**config.mk**
```make
export PLATFORM = sky130hd
export DESIGN_NAME = pipeline_interlock_controller
export DESIGN_NICKNAME = d
export VERILOG_FILES = /design/src/rtl/pipeline_interlock_controller_pkg.sv /design/src/rtl/insn_reg_usage_decoder.sv /design/src/rtl/pipeline_interlock_controller.sv
export SDC_FILE = /design/constraint.sdc
export NUM_CORES = 1
export LEC_CHECK = 0
export CORE_ASPECT_RATIO = 1.5
export CORE_UTILIZATION = 35
export DETAILED_ROUTE_END_ITERATION = 8
export PLACE_DENSITY_LB_ADDON = 0.3
export REMOVE_ABC_BUFFERS = 1
export SLEW_MARGIN = 15
export SYNTH_ARGS = -nofsm -noshare
export SYNTH_HDL_FRONTEND = slang
export SYNTH_SLANG_ARGS = --single-unit
export TNS_END_PERCENT = 10
```
**constraint.sdc**
```tcl
create_clock -name clock -period 2.5 [get_ports clock]
set_input_delay 0.625 -clock clock [delete_from_list [all_inputs] [get_ports clock]]
set_output_delay 0.625 -clock clock [all_outputs]
set_load 0.01 [all_outputs]
```
**src/rtl/pipeline_interlock_controller_pkg.sv**
```systemverilog
// Shared ISA constants, field positions and interlock FSM encoding.
// Also used by the RAW bypass controller.
package pipeline_interlock_controller_pkg;

  localparam int OPC_HI = 31;
  localparam int OPC_LO = 27;
  localparam int RD_HI  = 26;
  localparam int RD_LO  = 22;
  localparam int RS_HI  = 21;
  localparam int RS_LO  = 17;
  localparam int RT_HI  = 16;
  localparam int RT_LO  = 12;
  localparam int ALU_HI = 6;
  localparam int ALU_LO = 2;

  localparam logic [4:0] OP_RTYPE = 5'b00000;
  localparam logic [4:0] OP_J     = 5'b00001;
  localparam logic [4:0] OP_BNE   = 5'b00010;
  localparam logic [4:0] OP_JAL   = 5'b00011;
  localparam logic [4:0] OP_JR    = 5'b00100;
  localparam logic [4:0] OP_ADDI  = 5'b00101;
  localparam logic [4:0] OP_BLT   = 5'b00110;
  localparam logic [4:0] OP_SW    = 5'b00111;
  localparam logic [4:0] OP_LW    = 5'b01000;
  localparam logic [4:0] OP_SETX  = 5'b10101;
  localparam logic [4:0] OP_BEX   = 5'b10110;

  localparam logic [4:0] ALU_SLL = 5'b00100;
  localparam logic [4:0] ALU_SRA = 5'b00101;
  localparam logic [4:0] ALU_MUL = 5'b00110;
  localparam logic [4:0] ALU_DIV = 5'b00111;

  localparam logic [4:0] REG_ZERO   = 5'd0;
  localparam logic [4:0] REG_STATUS = 5'd30;
  localparam logic [4:0] REG_RA     = 5'd31;

  typedef enum logic [1:0] {
    ST_IDLE  = 2'd0,
    ST_ISSUE = 2'd1,
    ST_BUSY  = 2'd2,
    ST_DONE  = 2'd3
  } md_state_e;

  function automatic logic [4:0] fld_rd(input logic [31:0] insn);
    return insn[RD_HI:RD_LO];
  endfunction

  function automatic logic [4:0] fld_rs(input logic [31:0] insn);
    return insn[RS_HI:RS_LO];
  endfunction

  function automatic logic [4:0] fld_rt(input logic [31:0] insn);
    return insn[RT_HI:RT_LO];
  endfunction

endpackage

```
**src/rtl/insn_reg_usage_decoder.sv**
```systemverilog
// Classifies which register fields an instruction reads/writes.
// Store data (sw rd) is deliberately not a read: it is forwarded MW->XM.
module insn_reg_usage_decoder
  import pipeline_interlock_controller_pkg::*;
(
  input  logic [31:0] i_insn,
  output logic        o_readsRS,
  output logic        o_readsRT,
  output logic        o_readsRD,
  output logic        o_writesRD,
  output logic        o_isLoad,
  output logic        o_isMulDiv,
  output logic        o_isMul
);

  logic [4:0] w_opc;
  logic [4:0] w_aluop;
  logic       w_isR;
  logic       w_unused;

  assign w_opc    = i_insn[OPC_HI:OPC_LO];
  assign w_aluop  = i_insn[ALU_HI:ALU_LO];
  assign w_isR    = (w_opc == OP_RTYPE);
  assign w_unused = ^{i_insn[RD_HI:ALU_HI+1], i_insn[ALU_LO-1:0]};

  always_comb begin
    o_readsRS  = !(w_opc inside {OP_J, OP_JAL, OP_SETX, OP_BEX});
    o_readsRT  = w_isR && !(w_aluop inside {ALU_SLL, ALU_SRA});
    o_readsRD  = w_opc inside {OP_BNE, OP_JR, OP_BLT};
    o_writesRD = w_isR || (w_opc == OP_ADDI) || (w_opc == OP_LW);
    o_isLoad   = (w_opc == OP_LW);
    o_isMulDiv = w_isR && (w_aluop inside {ALU_MUL, ALU_DIV});
    o_isMul    = w_isR && (w_aluop == ALU_MUL);
  end

endmodule

```
**src/rtl/pipeline_interlock_controller.sv**
```systemverilog
// Stall/flush interlock: load-use bubble, taken-branch squash and the
// multi-cycle mult/div handshake with timeout and a saturating stall counter.
module pipeline_interlock_controller
  import pipeline_interlock_controller_pkg::*;
#(
  parameter int MD_TIMEOUT = 40,
  parameter int CNT_W      = 16
) (
  input  logic             clock,
  input  logic             reset,
  input  logic [31:0]      inFD,
  input  logic [31:0]      inDX,
  input  logic             branchTaken,
  input  logic             multdivRdy,
  input  logic             multdivExc,
  output logic             stallPC,
  output logic             stallFD,
  output logic             stallDX,
  output logic             nopToDX,
  output logic             nopToXM,
  output logic             flushFD,
  output logic             ctrlMult,
  output logic             ctrlDiv,
  output logic             mdResultValid,
  output logic             mdOvf,
  output logic             mdTimeout,
  output logic [CNT_W-1:0] stallCount
);

  localparam int TW = $clog2(MD_TIMEOUT + 1);

  logic w_fdReadsRS, w_fdReadsRT, w_fdReadsRD, w_fdWritesRD;
  logic w_fdIsLoad, w_fdIsMulDiv, w_fdIsMul;
  logic w_dxReadsRS, w_dxReadsRT, w_dxReadsRD, w_dxWritesRD;
  logic w_dxIsLoad, w_dxIsMulDiv, w_dxIsMul;
  logic w_unused;

  insn_reg_usage_decoder u_dec_fd (
    .i_insn(inFD), .o_readsRS(w_fdReadsRS), .o_readsRT(w_fdReadsRT),
    .o_readsRD(w_fdReadsRD), .o_writesRD(w_fdWritesRD), .o_isLoad(w_fdIsLoad),
    .o_isMulDiv(w_fdIsMulDiv), .o_isMul(w_fdIsMul)
  );

  insn_reg_usage_decoder u_dec_dx (
    .i_insn(inDX), .o_readsRS(w_dxReadsRS), .o_readsRT(w_dxReadsRT),
    .o_readsRD(w_dxReadsRD), .o_writesRD(w_dxWritesRD), .o_isLoad(w_dxIsLoad),
    .o_isMulDiv(w_dxIsMulDiv), .o_isMul(w_dxIsMul)
  );

  assign w_unused = ^{w_fdWritesRD, w_fdIsLoad, w_fdIsMulDiv, w_fdIsMul,
                      w_dxReadsRS, w_dxReadsRT, w_dxReadsRD, w_dxWritesRD};

  md_state_e        r_state;
  logic [TW-1:0]    r_timer;
  logic             r_mdStall, r_ctrlMult, r_ctrlDiv, r_mdValid, r_mdOvf, r_mdTimeout;
  logic [CNT_W-1:0] r_stallCount;

  logic [4:0] w_rdDX;
  logic       w_idle, w_hazard, w_flush, w_loadUse, w_timeoutHit;

  assign w_rdDX   = fld_rd(inDX);
  assign w_idle   = !reset && (r_state == ST_IDLE);
  assign w_hazard = (w_fdReadsRS && (fld_rs(inFD) == w_rdDX)) ||
                    (w_fdReadsRT && (fld_rt(inFD) == w_rdDX)) ||
                    (w_fdReadsRD && (fld_rd(inFD) == w_rdDX));
  assign w_flush     = w_idle && branchTaken;
  assign w_loadUse   = w_idle && !branchTaken && w_dxIsLoad &&
                       (w_rdDX != REG_ZERO) && w_hazard;
  assign w_timeoutHit = !reset && (r_state == ST_BUSY) && !multdivRdy &&
                        (r_timer == TW'(MD_TIMEOUT - 1));

  always_comb begin
    stallPC       = r_mdStall | w_loadUse;
    stallFD       = r_mdStall | w_loadUse;
    stallDX       = r_mdStall;
    nopToDX       = w_flush | w_loadUse | w_timeoutHit;
    nopToXM       = r_mdStall;
    flushFD       = w_flush;
    ctrlMult      = r_ctrlMult;
    ctrlDiv       = r_ctrlDiv;
    mdResultValid = r_mdValid;
    mdOvf         = r_mdOvf;
    mdTimeout     = r_mdTimeout;
    stallCount    = r_stallCount;
  end

  // Output flags are registered together with the state they belong to,
  // so each is loaded on the transition into that state.
  always_ff @(posedge clock or posedge reset) begin
    if (reset) begin
      r_state     <= ST_IDLE;
      r_timer     <= '0;
      r_mdStall   <= 1'b0;
      r_ctrlMult  <= 1'b0;
      r_ctrlDiv   <= 1'b0;
      r_mdValid   <= 1'b0;
      r_mdOvf     <= 1'b0;
      r_mdTimeout <= 1'b0;
    end else begin
      r_ctrlMult <= 1'b0;
      r_ctrlDiv  <= 1'b0;
      r_mdValid  <= 1'b0;
      r_mdOvf    <= 1'b0;
      case (r_state)
        ST_IDLE: begin
          if (w_dxIsMulDiv && !branchTaken) begin
            r_state    <= ST_ISSUE;
            r_mdStall  <= 1'b1;
            r_ctrlMult <= w_dxIsMul;
            r_ctrlDiv  <= !w_dxIsMul;
          end
        end
        ST_ISSUE, ST_BUSY: begin
          if (multdivRdy) begin
            r_state   <= ST_DONE;
            r_mdStall <= 1'b0;
            r_mdValid <= 1'b1;
            r_mdOvf   <= multdivExc;
          end else if (r_state == ST_ISSUE) begin
            r_state <= ST_BUSY;
            r_timer <= '0;
          end else if (r_timer == TW'(MD_TIMEOUT - 1)) begin
            r_state     <= ST_IDLE;
            r_mdStall   <= 1'b0;
            r_mdTimeout <= 1'b1;
          end else begin
            r_timer <= r_timer + TW'(1);
          end
        end
        default: r_state <= ST_IDLE;
      endcase
    end
  end

  always_ff @(posedge clock or posedge reset) begin
    if (reset) begin
      r_stallCount <= '0;
    end else if (stallPC && (r_stallCount != '1)) begin
      r_stallCount <= r_stallCount + CNT_W'(1);
    end
  end

endmodule

```
# [Word level (Yosys, flattened, before mapping)]
# Index checks and enable logic that the tools add are counted.
[classes] add_sub_neg=2 eq_ne=24 n_reduce_logical=39 mux=20 n_bitwise=5
[ops] cell="5-bit by 3-bit equality test with 1-bit output, second input constant" count=6
[ops] cell="1-bit logical AND" count=17
[ops] cell="16-bit by 1-bit adder with 16-bit output, second input constant" count=1
[ops] cell="16-bit inequality test, second input constant" count=1
[ops] cell="5-bit equality test" count=3
[ops] cell="1-bit two-way mux" count=12
[ops] cell="6-bit two-way mux" count=2
[ops] cell="5-bit by 2-bit equality test with 1-bit output, second input constant" count=2
[ops] cell="5-bit equality test, second input constant" count=2
[ops] cell="5-bit zero test" count=2
[ops] cell="2-bit two-way mux" count=4
[ops] cell="4-bit AND reduction" count=2
[ops] cell="6-bit by 1-bit adder with 6-bit output, second input constant" count=1
[ops] cell="6-bit equality test, second input constant" count=1
[ops] cell="1-bit zero test" count=6
[ops] cell="3-bit inequality test, second input constant" count=2
[ops] cell="2-bit nonzero test" count=3
[ops] cell="5-bit by 1-bit equality test with 1-bit output, second input constant" count=1
[ops] cell="5-bit by 4-bit equality test with 1-bit output, second input constant" count=1
[ops] cell="5-bit nonzero test" count=1
[ops] cell="2-bit by 1-bit inequality test with 1-bit output, second input constant" count=2
[ops] cell="4-bit inequality test, second input constant" count=1
[ops] cell="2-bit one-hot mux with 2 select lines" count=1
[ops] cell="4-bit nonzero test" count=1
[ops] cell="other kinds (11)" count=15
[word_totals] output_inout_bits=27 wordCells=99 input_bits=69 reg_bits=30

# [Longest topological paths before layout]
[logic_depth] word_depth=10 mapped_depth=9 ltp_nobuf=8

# [By module]
# A second synthesis with hierarchy kept.
[hier_totals] hier_cells=212 area_unflattened_um2=2067.0
[modules_own_cells] module="pipeline_interlock_controller" cells_each=176 seq_area_each_um2=750.7 area_per_inst_um2=1799.2 n_inst=1
[modules_own_cells] module="insn_reg_usage_decoder" cells_each=18 seq_area_each_um2=0.0 area_per_inst_um2=133.9 n_inst=2

# [Worst setup path after synthesis]
# OpenSTA, ideal clock, no wires.
[synth_path] kind="input to output" start="in reset" end="out stallPC" slack_ps=-213 required_ps=1875 cell_stages=5 t_arrival_ps=2088 path_cell_list="inv_1 nand3_1 nor3_1 a21o_1 buf_4"
[synth_between] elab_chain_cells=7
[synth_rtl] item="from (decl)" line="pipeline_interlock_controller.sv:10" rtl="input logic reset,"
[synth_rtl] item="1-bit zero test (no source line)"
[synth_rtl] item="1-bit logical AND" line="pipeline_interlock_controller.sv:62" rtl="assign w_idle = !reset && (r_state == ST_IDLE);"
[synth_rtl] item="1-bit logical AND (3 in series)" line="pipeline_interlock_controller.sv:67" rtl="assign w_loadUse = w_idle && !branchTaken && w_dxIsLoad &&"
[synth_rtl] item="1-bit logical AND" line="pipeline_interlock_controller.sv:68" rtl="(w_rdDX != REG_ZERO) && w_hazard;"
[synth_rtl] item="1-bit OR"
[synth_rtl] item="to (decl)" line="pipeline_interlock_controller.sv:16" rtl="output logic stallPC,"
# Every way passes these cells.

# [Worst setup path after layout]
[layout_path] start="in inDX[22]" end="out nopToDX"
[layout_between] elab_chain_cells=7 elab_cells_between_ends=13
[layout_rtl] item="from (decl)" line="pipeline_interlock_controller.sv:12" rtl="input logic [31:0] inDX,"
[layout_rtl] item="5-bit equality test (on tied branches)" line="pipeline_interlock_controller.sv:63, pipeline_interlock_controller.sv:64"
[layout_rtl] item="1-bit logical AND (on tied branches)" line="pipeline_interlock_controller.sv:63, pipeline_interlock_controller.sv:64"
[layout_rtl] item="1-bit logical OR" line="pipeline_interlock_controller.sv:63" rtl="assign w_hazard = (w_fdReadsRS && (fld_rs(inFD) == w_rdDX)) ||"
[layout_rtl] item="1-bit logical OR" line="pipeline_interlock_controller.sv:64" rtl="(w_fdReadsRT && (fld_rt(inFD) == w_rdDX)) ||"
[layout_rtl] item="1-bit logical AND (*)" line="pipeline_interlock_controller.sv:68"
[layout_rtl] item="1-bit OR (*) (2 in series)" line="pipeline_interlock_controller.sv:76" rtl="nopToDX = w_flush | w_loadUse | w_timeoutHit;"
[layout_rtl] item="to (decl)" line="pipeline_interlock_controller.sv:19" rtl="output logic nopToDX,"
# Every way passes the cells marked *; elsewhere a longest branch is shown, timed or not.

==> results.md <==
Timing:
- The final worst clock skew is 0.00237 ns.
- The worst pin sits at a relative slew slack of 0.782.
- Across all hold checks on the routed design, the worst slack comes to 0.451 ns.
- The count of pins over their slew limit was 0.
- Setup repair after global routing could not meet its margin everywhere.
- The final hold violation count was 0.
- For this run, the top clock speed supported by timing is 389 MHz.
- The final total negative setup slack is -0.209 ns.
- At the pin with the least slew margin, the transition time is 0.322 ns.
- Setup violations remaining at the end of the flow were counted as 3.
- Subtracting the final worst setup slack from the clock period gives 2.57 ns.
- The setup slack of the critical path after layout is -0.0732 ns.
- Dividing the final minimum period by the clock period gives 1.03.

Floorplan:
- The boundary pin count is 96.
- The overall die height is 88.5 um.
- For this configuration, the core starts out at a cell density of 0.363.
- The floorplan die area is 5280 um2.
- The initialized floorplan defines 31 standard-cell rows.
- The width of the chip is 59.7 um.
- The placeable core region is 4810 um2.

Drt:
- In the routed design, unresolved DRC markers number 0.
- The routed length per instance is 12.7 um.
- The total iterations of the first detailed-routing run is 4.
- The final antenna-violating net count is 0.
- The detailed-route wire length is 4.47 mm.
- The count of vias placed by the detailed router is 1686.
- The average vias per placed instance is 4.80.
- The number of violations reported at the end of detailed-routing iteration 0 is 51.

Worst setup path:
- For this run, the slowest stage of the critical path takes 0.53 ns.
- The worst setup path is launched from an input port.
- The worst endpoint data arrival time is 1.95 ns.
- The start-to-end type of the worst setup path is in2out.
- The worst setup path is captured at an output pin.
- The critical path required time is 1.88 ns.
- The master of the slowest instance on the critical path is sky130_fd_sc_hd__or4_4.
- Among the stages of the critical path, the cell type that occurs most often is sky130_fd_sc_hd__buf_6.
- In this run the worst path has a maximum fanout of 3.
- The signal on the critical path passes through buf_6 > buf_6 > or4_4 > nor2_4 > nor3_4 > a211o_1 > buf_6.

Pwr:
- The combinational share of power is 0.440.
- The areal power density over the cells is 661 nW/um2.
- The worst ir drop on vdd is 0.333 mV.
- The sequential fraction of design power is 0.359.
- The standby leakage power is 1.38 nW.
- Summed over all nets, the switching power comes to 0.676 mW.
- The proportion of power drawn by the clock network is 0.201.
- Of the total power, the share spent switching nets is 0.344.
- The final total power is 1.97 mW.
- Cell internal power was estimated by the tool at 1.29 mW.

Logic synthesis:
- The post-synthesis cell count is 175.
- Yosys printed 0 warnings.
- The count of distinct cell types in the synthesized netlist is 35.
- For this run, the register share of the synthesized area comes to 0.430.
- In this run the cell area of the synthesized design comes to 1750 um2.
- Synthesis inferred 30 register bits.
- Averaged over all synthesized cells, the footprint is 9.98 um2.

Place:
- The wire-length estimate of the detail-placed layout is 3.48 mm.
- In this run the tool buffered the top-level ports with 70 buffer cells.
- Once placement finished, the instance area stood at 2710 um2.
- After detailed placement, the design holds a cell count of 336.
- At the placement stage, the worst setup path has a slack of -0.881 ns.
- Routability-driven placement finished with a final weighted congestion of 0.791.

GRT:
- The combined global-route utilization of all metal layers is 0.179.
- Entering global routing, the biggest net connects 22 pins.
- The via count of the first global-routing pass is 1727.
- The total overflow left after global routing is 0.
- The number of antenna violations at the first check in global routing is 0.
- The first global-routing pass estimated 7.15 mm of wire.

Final layout:
- The post-route cell area is 2970 um2.
- Counting the fill cells in the layout gives 428.
- Once layout is complete, the cells apart from fillers number 351.
- In the final layout, the share of cells above drive strength 1 is 0.274.
- For this run, the share of the core covered by cells in the final layout is 0.618.
- The number of nets in the layout is 359.
- The number of antenna cells inserted is 0.
- The area growth from synthesis to layout is 70.3%.

Status:
- The checks that failed: negative setup slack.
- The run finished, with violations left.

Clock network:
- The maximum level of the CTS H-tree is 2.
- At the later pin of the worst-skew pair, clock insertion delay measures 0.27 ns.
- The number of buffers added to fix hold violations after cts is 0.
- The maximum buffer depth of the clock tree is 2.
- CTS placed an instance of sky130_fd_sc_hd__clkbuf_8 at the clock tree root.
- TritonCTS built the clock tree.
- The clock sink count is 30.
- After clock tree synthesis, the clock-pin slew on the worst setup and hold paths is 0.06 ns.
- In this run, CTS created clock tree buffers numbering 5.

Hold path:
- The worst min-delay path category is reg2reg.

Run:
- The tool flagged a number of max-cap violations equal to 0.
[area by class of cell]
type | count | area [um2] | share of cell area
clock buffer | 7 | 86.3 | 0.0290
timing repair buffer | 105 | 928 | 0.312
inverter | 7 | 26.3 | 0.00883
tap | 66 | 82.6 | 0.0278
multi-input combinational | 135 | 1090 | 0.368
clock inverter | 1 | 5.00 | 0.00168
sequential | 30 | 751 | 0.252
[power groups by stage]
stage | Clock (mW) | Sequential, mW | Combinational (mW)
final | 0.394 | 0.705 | 0.865
after CTS | 0.406 | 0.706 | 0.854
after global placement | 0 | 0.710 | 0.843
after global routing | 0.424 | 0.722 | 0.951
after floorplan | 0 | 0.726 | 0.391
after detailed placement | 0 | 0.712 | 0.857
[cell families after synthesis]
group | Yosys count | synth area share
AOI/OAI and AO/OA | 13 | 0.0466
xor gates and xnor gates | 34 | 0.170
adders and majority gates | 6 | 0.0430
buffers and inverters | 10 | 0.0301
DFF | 30 | 0.430
muxes | 3 | 0.0186
and+or+nand+nor | 79 | 0.261
[worst max-delay path: cells and delay by family]
family	cells	cell delay (ns)
and+or+nand+nor	3	0.70
buffers and inverters	3	0.34
AOI/OAI and AO/OA	1	0.27
[routing by layer]
layer,up-vias,part of all wire,track usage
met3,7,0.054,0.0439
met4,0,0.019,0.0782
met2,54,0.57,0.338
met1,795,0.36,0.179
li1,830,-,-
met5,-,0,0
[state kept, by name (all words and copies together), names as in the netlist]
signal and cells:
mdTimeout 1, r_state 2, mdOvf 1, stallCount 16, mdResultValid 1, ctrlDiv 1, nopToXM 1, ctrlMult 1
r_timer 6
[synth_stat cells, drive strengths merged]
library cell | n | area share
nor4 | 2 | 0.0072
a21oi | 1 | 0.0029
dfrtp | 30 | 0.43
and4 | 4 | 0.021
nor2 | 16 | 0.039
nand4b | 1 | 0.0050
nand2b | 1 | 0.0036
a21o | 4 | 0.017
xnor2 | 21 | 0.11
o31ai | 1 | 0.0043
o21ai | 6 | 0.017
mux2 | 2 | 0.013
nor3 | 6 | 0.020
nand3b | 1 | 0.0043
or4 | 2 | 0.011
nor2b | 1 | 0.0036
nand2 | 11 | 0.024
inv | 7 | 0.015
and3 | 6 | 0.021
nand3 | 8 | 0.023
ha | 6 | 0.043
xor2 | 13 | 0.065
buf | 3 | 0.015
mux2i | 1 | 0.0057
nand4 | 13 | 0.047
nand4bb | 1 | 0.0064
nor4b | 3 | 0.015
and2 | 3 | 0.011
a211o | 1 | 0.0050
[timing repair]
item / in CTS / in global routing
buffers inserted: 5 / 3
pin swaps: 21 / 24
setup endpoints to repair: 19 / 17
resized for setup: 77 / 36
[final timing paths]
kind,start,endpoint,slack [ns],cells after the start
min in group asynchronous,reset,r_timer[3]$_DFFE_PP0P_,0.74,3
worst min-delay path,mdTimeout$_DFFE_PP0P_,mdTimeout$_DFFE_PP0P_,0.45,1
worst min register to register,mdTimeout$_DFFE_PP0P_,mdTimeout$_DFFE_PP0P_,0.45,1
worst max register to register,r_state[0]$_DFFE_PP0P_,stallCount[14]$_DFFE_PP0P_,0.53,10
max in group asynchronous,reset,stallCount[8]$_DFFE_PP0P_,1.50,3
worst max-delay path,inDX[22],nopToDX,-0.07,7
[placed cells by master, fill, tap and decap left out, types with 3 or more instances in the layout]
cell type | netlist | routed
sky130_fd_sc_hd__xnor2_2 | 0 | 3
sky130_fd_sc_hd__and2_1 | 3 | 3
sky130_fd_sc_hd__nand2_1 | 11 | 11
sky130_fd_sc_hd__buf_4 | 2 | 30
sky130_fd_sc_hd__clkbuf_2 | 0 | 7
sky130_fd_sc_hd__a21o_1 | 4 | 4
sky130_fd_sc_hd__o21ai_1 | 3 | 3
sky130_fd_sc_hd__nand4_1 | 13 | 13
sky130_fd_sc_hd__dfrtp_1 | 30 | 30
sky130_fd_sc_hd__nor3_1 | 5 | 4
sky130_fd_sc_hd__clkdlybuf4s15_1 | 0 | 3
sky130_fd_sc_hd__nor2_1 | 15 | 13
sky130_fd_sc_hd__inv_1 | 7 | 7
sky130_fd_sc_hd__buf_2 | 0 | 5
sky130_fd_sc_hd__o21ai_0 | 3 | 3
sky130_fd_sc_hd__and3_1 | 6 | 6
sky130_fd_sc_hd__xor2_1 | 13 | 10
sky130_fd_sc_hd__dlygate4sd2_1 | 0 | 7
sky130_fd_sc_hd__clkdlybuf4s50_1 | 0 | 41
sky130_fd_sc_hd__and4_1 | 3 | 3
sky130_fd_sc_hd__nand3_1 | 8 | 7
sky130_fd_sc_hd__xnor2_1 | 21 | 18
sky130_fd_sc_hd__ha_1 | 6 | 6
sky130_fd_sc_hd__buf_6 | 1 | 9
sky130_fd_sc_hd__clkbuf_8 | 0 | 6
(Power assumes the default switching activity.)
